$ cat config.mk
export PLATFORM = sky130hd
export DESIGN_NAME = ram_access_ctrl
export DESIGN_NICKNAME = d
export VERILOG_FILES = /design/src/rtl/ram_access_ctrl.sv
export SDC_FILE = /design/constraint.sdc
export NUM_CORES = 1
export LEC_CHECK = 0
export CAP_MARGIN = 30
export CORE_MARGIN = 1
export CORE_UTILIZATION = 42
export DETAILED_ROUTE_END_ITERATION = 7
export GPL_TIMING_DRIVEN = 0
export PLACE_DENSITY = 0.79
export SLEW_MARGIN = 20
export SYNTH_ARGS = -nofsm -noshare
export SYNTH_HDL_FRONTEND = slang
export SYNTH_SLANG_ARGS = --single-unit
$ cat constraint.sdc
create_clock -name clk -period 2.4 [get_ports clk]
set_input_delay 0.24 -clock clk [delete_from_list [all_inputs] [get_ports clk]]
set_output_delay 0.24 -clock clk [all_outputs]
set_load 0.01 [all_outputs]
$ cat src/rtl/ram_access_ctrl.sv
// ram_access_ctrl: sequences single core requests onto an edge-strobed 256x16 RAM.
// Each access runs setup -> strobe pulse -> hold from one clock, and the result
// is returned on a valid/ready response channel.
// Optional feature: define RAM_ACC_LIMIT_EN to reject addresses above ADDR_LIMIT
// without touching the RAM (rsp_err=1, response one cycle after accept).
module ram_access_ctrl #(
  parameter int ADDR_W    = 8,
  parameter int DATA_W    = 16,
  parameter int SETUP_CYC = 1,
  parameter int PULSE_CYC = 1,
  parameter int HOLD_CYC  = 1,
  parameter logic [ADDR_W-1:0] ADDR_LIMIT = 'hEF
) (
  input  logic              clk,
  input  logic              rst,
  input  logic              req_valid,
  output logic              req_ready,
  input  logic              req_we,
  input  logic [ADDR_W-1:0] req_addr,
  input  logic [DATA_W-1:0] req_wdata,
  output logic              rsp_valid,
  input  logic              rsp_ready,
  output logic [DATA_W-1:0] rsp_rdata,
  output logic              rsp_err,
  output logic [ADDR_W-1:0] ram_addr,
  output logic [DATA_W-1:0] ram_data,
  output logic              ram_cs,
  output logic              ram_we,
  output logic              ram_re,
  input  logic [DATA_W-1:0] ram_q,
  output logic              busy
);

  typedef enum logic [2:0] {IDLE, SETUP, STROBE, HOLD, RESP} state_t;

  // One shared down-counter, reloaded on every phase change.
  localparam int CNT_W = 8;

  state_t            state, state_d;
  logic [CNT_W-1:0]  cnt, cnt_d;
  logic              we_q, we_q_d;
  logic [ADDR_W-1:0] ram_addr_d;
  logic [DATA_W-1:0] ram_data_d;
  logic              ram_cs_d, ram_we_d, ram_re_d;
  logic              rsp_valid_d, rsp_err_d;
  logic [DATA_W-1:0] rsp_rdata_d;
  logic              addr_bad;

`ifdef RAM_ACC_LIMIT_EN
  assign addr_bad = (req_addr > ADDR_LIMIT);
`else
  logic unused_limit;
  assign unused_limit = ^ADDR_LIMIT;
  assign addr_bad     = 1'b0;
`endif

  assign req_ready = (state == IDLE);
  assign busy      = (state != IDLE);

  // Next-state and next-output logic; every RAM-facing output is computed here
  // and registered below so the edge-sensitive strobes never glitch.
  always_comb begin
    state_d     = state;
    cnt_d       = cnt;
    we_q_d      = we_q;
    ram_addr_d  = ram_addr;
    ram_data_d  = ram_data;
    ram_cs_d    = ram_cs;
    ram_we_d    = 1'b0;
    ram_re_d    = 1'b0;
    rsp_valid_d = rsp_valid;
    rsp_rdata_d = rsp_rdata;
    rsp_err_d   = rsp_err;
    case (state)
      IDLE: begin
        if (req_valid) begin
          we_q_d = req_we;
          if (addr_bad) begin
            state_d     = RESP;
            rsp_valid_d = 1'b1;
            rsp_rdata_d = '0;
            rsp_err_d   = 1'b1;
          end else begin
            state_d     = SETUP;
            cnt_d       = CNT_W'(SETUP_CYC - 1);
            ram_cs_d    = 1'b1;
            ram_addr_d  = req_addr;
            ram_data_d  = req_we ? req_wdata : '0;
            rsp_err_d   = 1'b0;
          end
        end
      end
      SETUP: begin
        if (cnt == '0) begin
          state_d  = STROBE;
          cnt_d    = CNT_W'(PULSE_CYC - 1);
          ram_we_d = we_q;
          ram_re_d = ~we_q;
        end else begin
          cnt_d = cnt - 1'b1;
        end
      end
      STROBE: begin
        if (cnt == '0) begin
          state_d = HOLD;
          cnt_d   = CNT_W'(HOLD_CYC - 1);
        end else begin
          cnt_d    = cnt - 1'b1;
          ram_we_d = we_q;
          ram_re_d = ~we_q;
        end
      end
      HOLD: begin
        if (cnt == '0) begin
          state_d     = RESP;
          ram_cs_d    = 1'b0;
          rsp_valid_d = 1'b1;
          rsp_rdata_d = we_q ? '0 : ram_q;
          rsp_err_d   = 1'b0;
        end else begin
          cnt_d = cnt - 1'b1;
        end
      end
      RESP: begin
        ram_cs_d = 1'b0;
        if (rsp_ready) begin
          state_d     = IDLE;
          rsp_valid_d = 1'b0;
        end
      end
      default: state_d = IDLE;
    endcase
  end

  // State, counter and all outputs registered; reset drops everything at once.
  always_ff @(posedge clk) begin
    if (rst) begin
      state     <= IDLE;
      cnt       <= '0;
      we_q      <= 1'b0;
      ram_addr  <= '0;
      ram_data  <= '0;
      ram_cs    <= 1'b0;
      ram_we    <= 1'b0;
      ram_re    <= 1'b0;
      rsp_valid <= 1'b0;
      rsp_rdata <= '0;
      rsp_err   <= 1'b0;
    end else begin
      state     <= state_d;
      cnt       <= cnt_d;
      we_q      <= we_q_d;
      ram_addr  <= ram_addr_d;
      ram_data  <= ram_data_d;
      ram_cs    <= ram_cs_d;
      ram_we    <= ram_we_d;
      ram_re    <= ram_re_d;
      rsp_valid <= rsp_valid_d;
      rsp_rdata <= rsp_rdata_d;
      rsp_err   <= rsp_err_d;
    end
  end

endmodule
* Yosys cells after proc, flatten, opt, wreduce, memory -nomap -nowiden
Index checks and enable logic that the tools add are counted.
Storage, ports and cells: flip-flop bits (word level) 57, output and inout bits 47
Cells by class: $add $sub $neg 1, equal/unequal tests 10, mux-type cells 26, bitwise logic cells 1, reduce and logical (&&, ||, !) cells 15
Operators with widths (number):
- 16-bit 2-to-1 mux | 2
- 8-bit 2-to-1 mux | 3
- 8-bit case mux with 3 select lines | 1
- 3-bit 2-to-1 mux | 5
- 3-bit case mux with 5 select lines | 1
- 2-bit != test, second input constant | 6
- 3-bit AND reduction | 4
- 1-bit 2-to-1 mux | 9
- 3-bit nonzero test | 3
- 8-bit zero test | 1
- 1-bit case mux with 2 select lines | 4
- 8-bit by 1-bit subtractor with 8-bit output, second input constant | 1
- 3-bit by 2-bit == test with 1-bit output, second input constant | 2
- 5-bit AND reduction | 1
- 2-bit AND reduction | 2
- 2-bit nonzero test | 2
- 3-bit by 1-bit == test with 1-bit output, second input constant | 1
- 3-bit == test, second input constant | 1
- 3-bit zero test | 1
- 1-bit case mux with 3 select lines | 1
- 2-bit OR reduction | 1
- 1-bit inverter | 1

* Longest topological paths before layout
word-level depth 4, gate-level depth with buffers 7, gate-level depth less buffers 6

* Worst setup path before layout
Ideal clock, no wire load.
kind register to register, start point register cnt[0], end point register rsp_rdata[0], library setup time 0.070 ns, arrival time 1.764 ns, slack 0.565 ns, stages on the path, launching flop included 8, buffers on the path 1, period minus slack after synthesis 1.835 ns, cell sequence dfxtp_1 > inv_1 > ha_1 > or3b_2 > nor4b_4 > buf_6 > nand3_1 > a21oi_1
On the way: longest elaborated chain between the ends 2
Ends and longest elaborated chain:
- from (decl) | line 40 | logic [CNT_W-1:0] cnt, cnt_d;
- from (signal assigned) | line 151 | cnt <= cnt_d;
- 8-bit zero test | line 114 | if (cnt == '0) begin
- 2-bit AND reduction (no line)
- to (signal assigned) | line 159 | rsp_rdata <= rsp_rdata_d;
- to (decl) | line 23 | output logic [DATA_W-1:0] rsp_rdata,
No other way between the ends. A chain may end at the register's enable or synchronous reset.

* Worst setup path after layout
start point register state[0], end point output req_ready
On the way: longest elaborated chain between the ends 1
Ends and longest elaborated chain:
- from (decl) | line 39 | state_t state, state_d;
- from (signal assigned) | line 150 | state <= state_d;
- 3-bit zero test | line 57 | assign req_ready = (state == IDLE);
- to (decl) | line 17 | output logic req_ready,
No other way between the ends.

==> results by group <==
Drt
  • Antenna viol nets, final: 0
  • Initial DRC Count: 170
  • DR vias: ~2100
  • DR vias/cell: 5.12
  • Routed wire length per instance: 13.6 um
  • DRT Wirelength: approximately 5500 um
  • Drt pass-1 iters: 4
  • Residual DRC: 0

Synthesis
  • Predominant post-synthesis flop cell: dfxtp_1
  • Unique cell type count in the Yosys netlist: 38
  • Syn_area_per_cell: 8.93 um2
  • Register area share after synthesis: 0.516
  • Ys async rst share: 0
  • Syn_nets: 290
  • Mapped Cells: ~240
  • Syn. warnings: 0
  • Cell area after synthesis: around 2200 um2
  • Number of synthesized flops with an enable pin: 0
  • Largest area contributor in the netlist: dfxtp_1
  • Synth area leaders: dfxtp_1 52%, a21oi_1 7.8%, nand2_1 6.9%
  • Flop and latch count out of synthesis: 56
  • Top cell type's share of synthesized area: 0.516

Clock network
  • Sink Count: 56
  • Clk Latency, worst-skew pair: 0.31 ns
  • Worst-path clk slew: approximately 0.1 ns
  • Max Root-Sink Buffers: 2
  • Cts bufs inserted: 5
  • Root Buffer: clkbuf_8
  • CTS tree: done
  • # Post-CTS Setup Buffers: 0
  • H-tree depth: 2

Flow run
  • Max capacitance violation total: 0

Critical path
  • Crit path launch type: register
  • R2r worst-path depth: 5
  • Data arrival, critical path: about 2 ns
  • Nature of the critical path endpoint: primary output
  • Reg2reg start: cnt[2]
  • FF-to-FF setup slack: ~0.27 ns
  • Critical Path RT: roughly 2.2 ns
  • R2R Path End: rsp_rdata[13]
  • CP max FO: 9
  • Crit Path Class: reg -> out

Power and ir drop
  • LEAKAGE: 1.18 nW
  • Clock share of power: 0.183
  • Switch Pwr: 1.04 mW
  • Pwr dens: between 800 and 900 nW/um2
  • Final Power: just under 3 mW
  • Sw Ratio: 0.362
  • Flop pwr share: 0.408
  • Maximum VDD drop: 0.447 mV
  • Logic pwr share: 0.410
  • Pint: 1.84 mW

Place
  • DP Cell Count: about 400
  • Placed inst area: between 3000 and 4000 um2
  • RePlAce Congestion: roughly 0.85
  • Port Buffers: 89
  • DP HPWL: 4100 um

Worst hold path
  • Hold WC Path Type: in -> reg
  • Hold depth: 2
  • Hold endpoint: state[1]
  • Hold path start: rst

Timing
  • Slew @ Worst Pin: approximately 0.55 ns
  • Fin crit period: between 2 and 2.5 ns
  • Final period util: 0.913
  • Final setup violation count: 0
  • Hold slack: 0.400 ns
  • Final Hold Viols: 0
  • Clk_skew: 0.0112 ns
  • Slew Viols, Final: 0
  • RSZ-0062 raised after global routing: false
  • Max Fclk: approximately 460 MHz
  • Setup TNS: 0 ns
  • Max_slew headroom: 0.630

Floorplanning
  • Total die area: around 5500 um2
  • Vert. Die Dim: approximately 74 um
  • Initial Utilization: 0.448
  • Die width: about 74 um
  • I/O pin count: between 90 and 100
  • Core ar.: 4850 um2
  • Cell Rows: 25

Global route
  • Largest net degree at the start of global routing: 19
  • Initial antenna violation count: 0
  • Tot GR Track Use: 0.210
  • Gr ovfl total: 0
  • Vias in the first global route: around 1900
  • Global-route wire length before repair: around 9000 um

Layout
  • Commonest cells after routing, fill and taps aside: 89 x clkdlybuf4s50_1, 56 x dfxtp_1, 40 x nand2_1
  • Nets: 387
  • Post-Layout Inst Area: about 3200 um2
  • Most common cell after layout, fill and taps aside: clkdlybuf4s50_1
  • Synth-to-layout area growth: 49.5%
  • Filler cells: roughly 400
  • Antenna fix cells: 0
  • Fraction of layout cells with a size suffix above 1: 0.0557
  • Final Instance Count excl. Fillers: 408

Status
  • Status: finished, final reports clean
==> timing repair <==
action,CTS,global route
hold buffers,0,0
resized for setup,0,1
endpoints found under the hold margin,0,0
endpoints found under the setup margin,0,11
==> per-stage QoR <==
step / utilization / setup slack, ns
4_1_cts: 0.667 / 0.143
6_report: 0.669 / 0.208
3_3_place_gp: 0.649 / 0.158
2_1_floorplan: - / 0.565
3_5_place_dp: 0.649 / 0.156
5_1_grt: 0.669 / 0.0135
==> cell families after synthesis <==
family                     synth area share
and+or+nand+nor                       0.210
adders and majority gates            0.0115
xor gates and xnor gates            0.00404
AOI/OAI and AO/OA                     0.202
DFF                                   0.516
buffers and inverters                0.0496
muxes                               0.00461
other                               0.00173
==> cells in the mapped netlist (all sizes together) (2+ instances only) <==
library cell	instances
a2111oi	3
a211oi	3
a21oi	34
a22o	15
and2	2
and3	2
buf	5
clkbuf	11
dfxtp	56
ha	2
inv	7
nand2	40
nand3	20
nor2	6
nor2b	3
nor3	4
nor4	2
o21ai	6
o41ai	2
or3	5
==> worst max-delay path: stages (launching register included) <==
cell and delay (ns):
dfxtp_1 0.31, clkbuf_1 0.18, nor3_1 0.51, clkdlybuf4s50_1 0.65
==> layout make-up <==
| class | count | area [um2] | share of cell area |
|---|---|---|---|
| Timing Repair Buffer | 90 | 896 | 0.276 |
| Clock buffer | 5 | 68.8 | 0.0212 |
| Multi-Input combinational cell | 163 | 947 | 0.292 |
| Inverter | 8 | 30.0 | 0.00925 |
| Buffer | 16 | 77.6 | 0.0239 |
| Clock inverter | 3 | 21.3 | 0.00655 |
| Tap cell | 67 | 83.8 | 0.0258 |
| Sequential cell | 56 | 1120 | 0.345 |
==> sequential cells by signal (all words and copies together) (netlist names) <==
name       count
rsp_valid      1
ram_re         1
ram_cs         1
ram_addr       8
cnt            8
ram_data      16
we_q           1
ram_we         1
rsp_rdata     16
state          3
==> metal layers <==
| metal | wire, um | vias up | global-route usage |
|---|---|---|---|
| li1 | - | 1053 | - |
| met3 | 444 | 8 | 0.0823 |
| met4 | 89 | 0 | 0.0705 |
| met1 | 2360 | 961 | 0.261 |
| met2 | 2640 | 66 | 0.331 |
| met5 | 0 | - | 0 |
==> how the worst max path moves through the flow <==
stage / start / end / slack [ns] / depth (start not counted)
after floorplan: cnt[0] / rsp_rdata[0] / 0.57 / 7
after global placement: cnt[0] / rsp_rdata[9] / 0.16 / 7
after detailed placement: cnt[0] / cnt[4] / 0.16 / 6
after CTS: cnt[0] / cnt[2] / 0.14 / 6
after global routing: cnt[2] / rsp_rdata[0] / 0.01 / 5
final: state[0] / req_ready / 0.21 / 3
==> power groups by stage <==
stage	Clock (mW)	Sequential (mW)	Combinational, mW
global route	0.570	1.19	1.31
detailed placement	0	1.19	1.16
floorplan	0	1.21	0.719
finish	0.527	1.18	1.18
CTS	0.531	1.17	1.16
global placement	0	1.19	1.14
No activity file was read; power rests on OpenSTA's default activity.
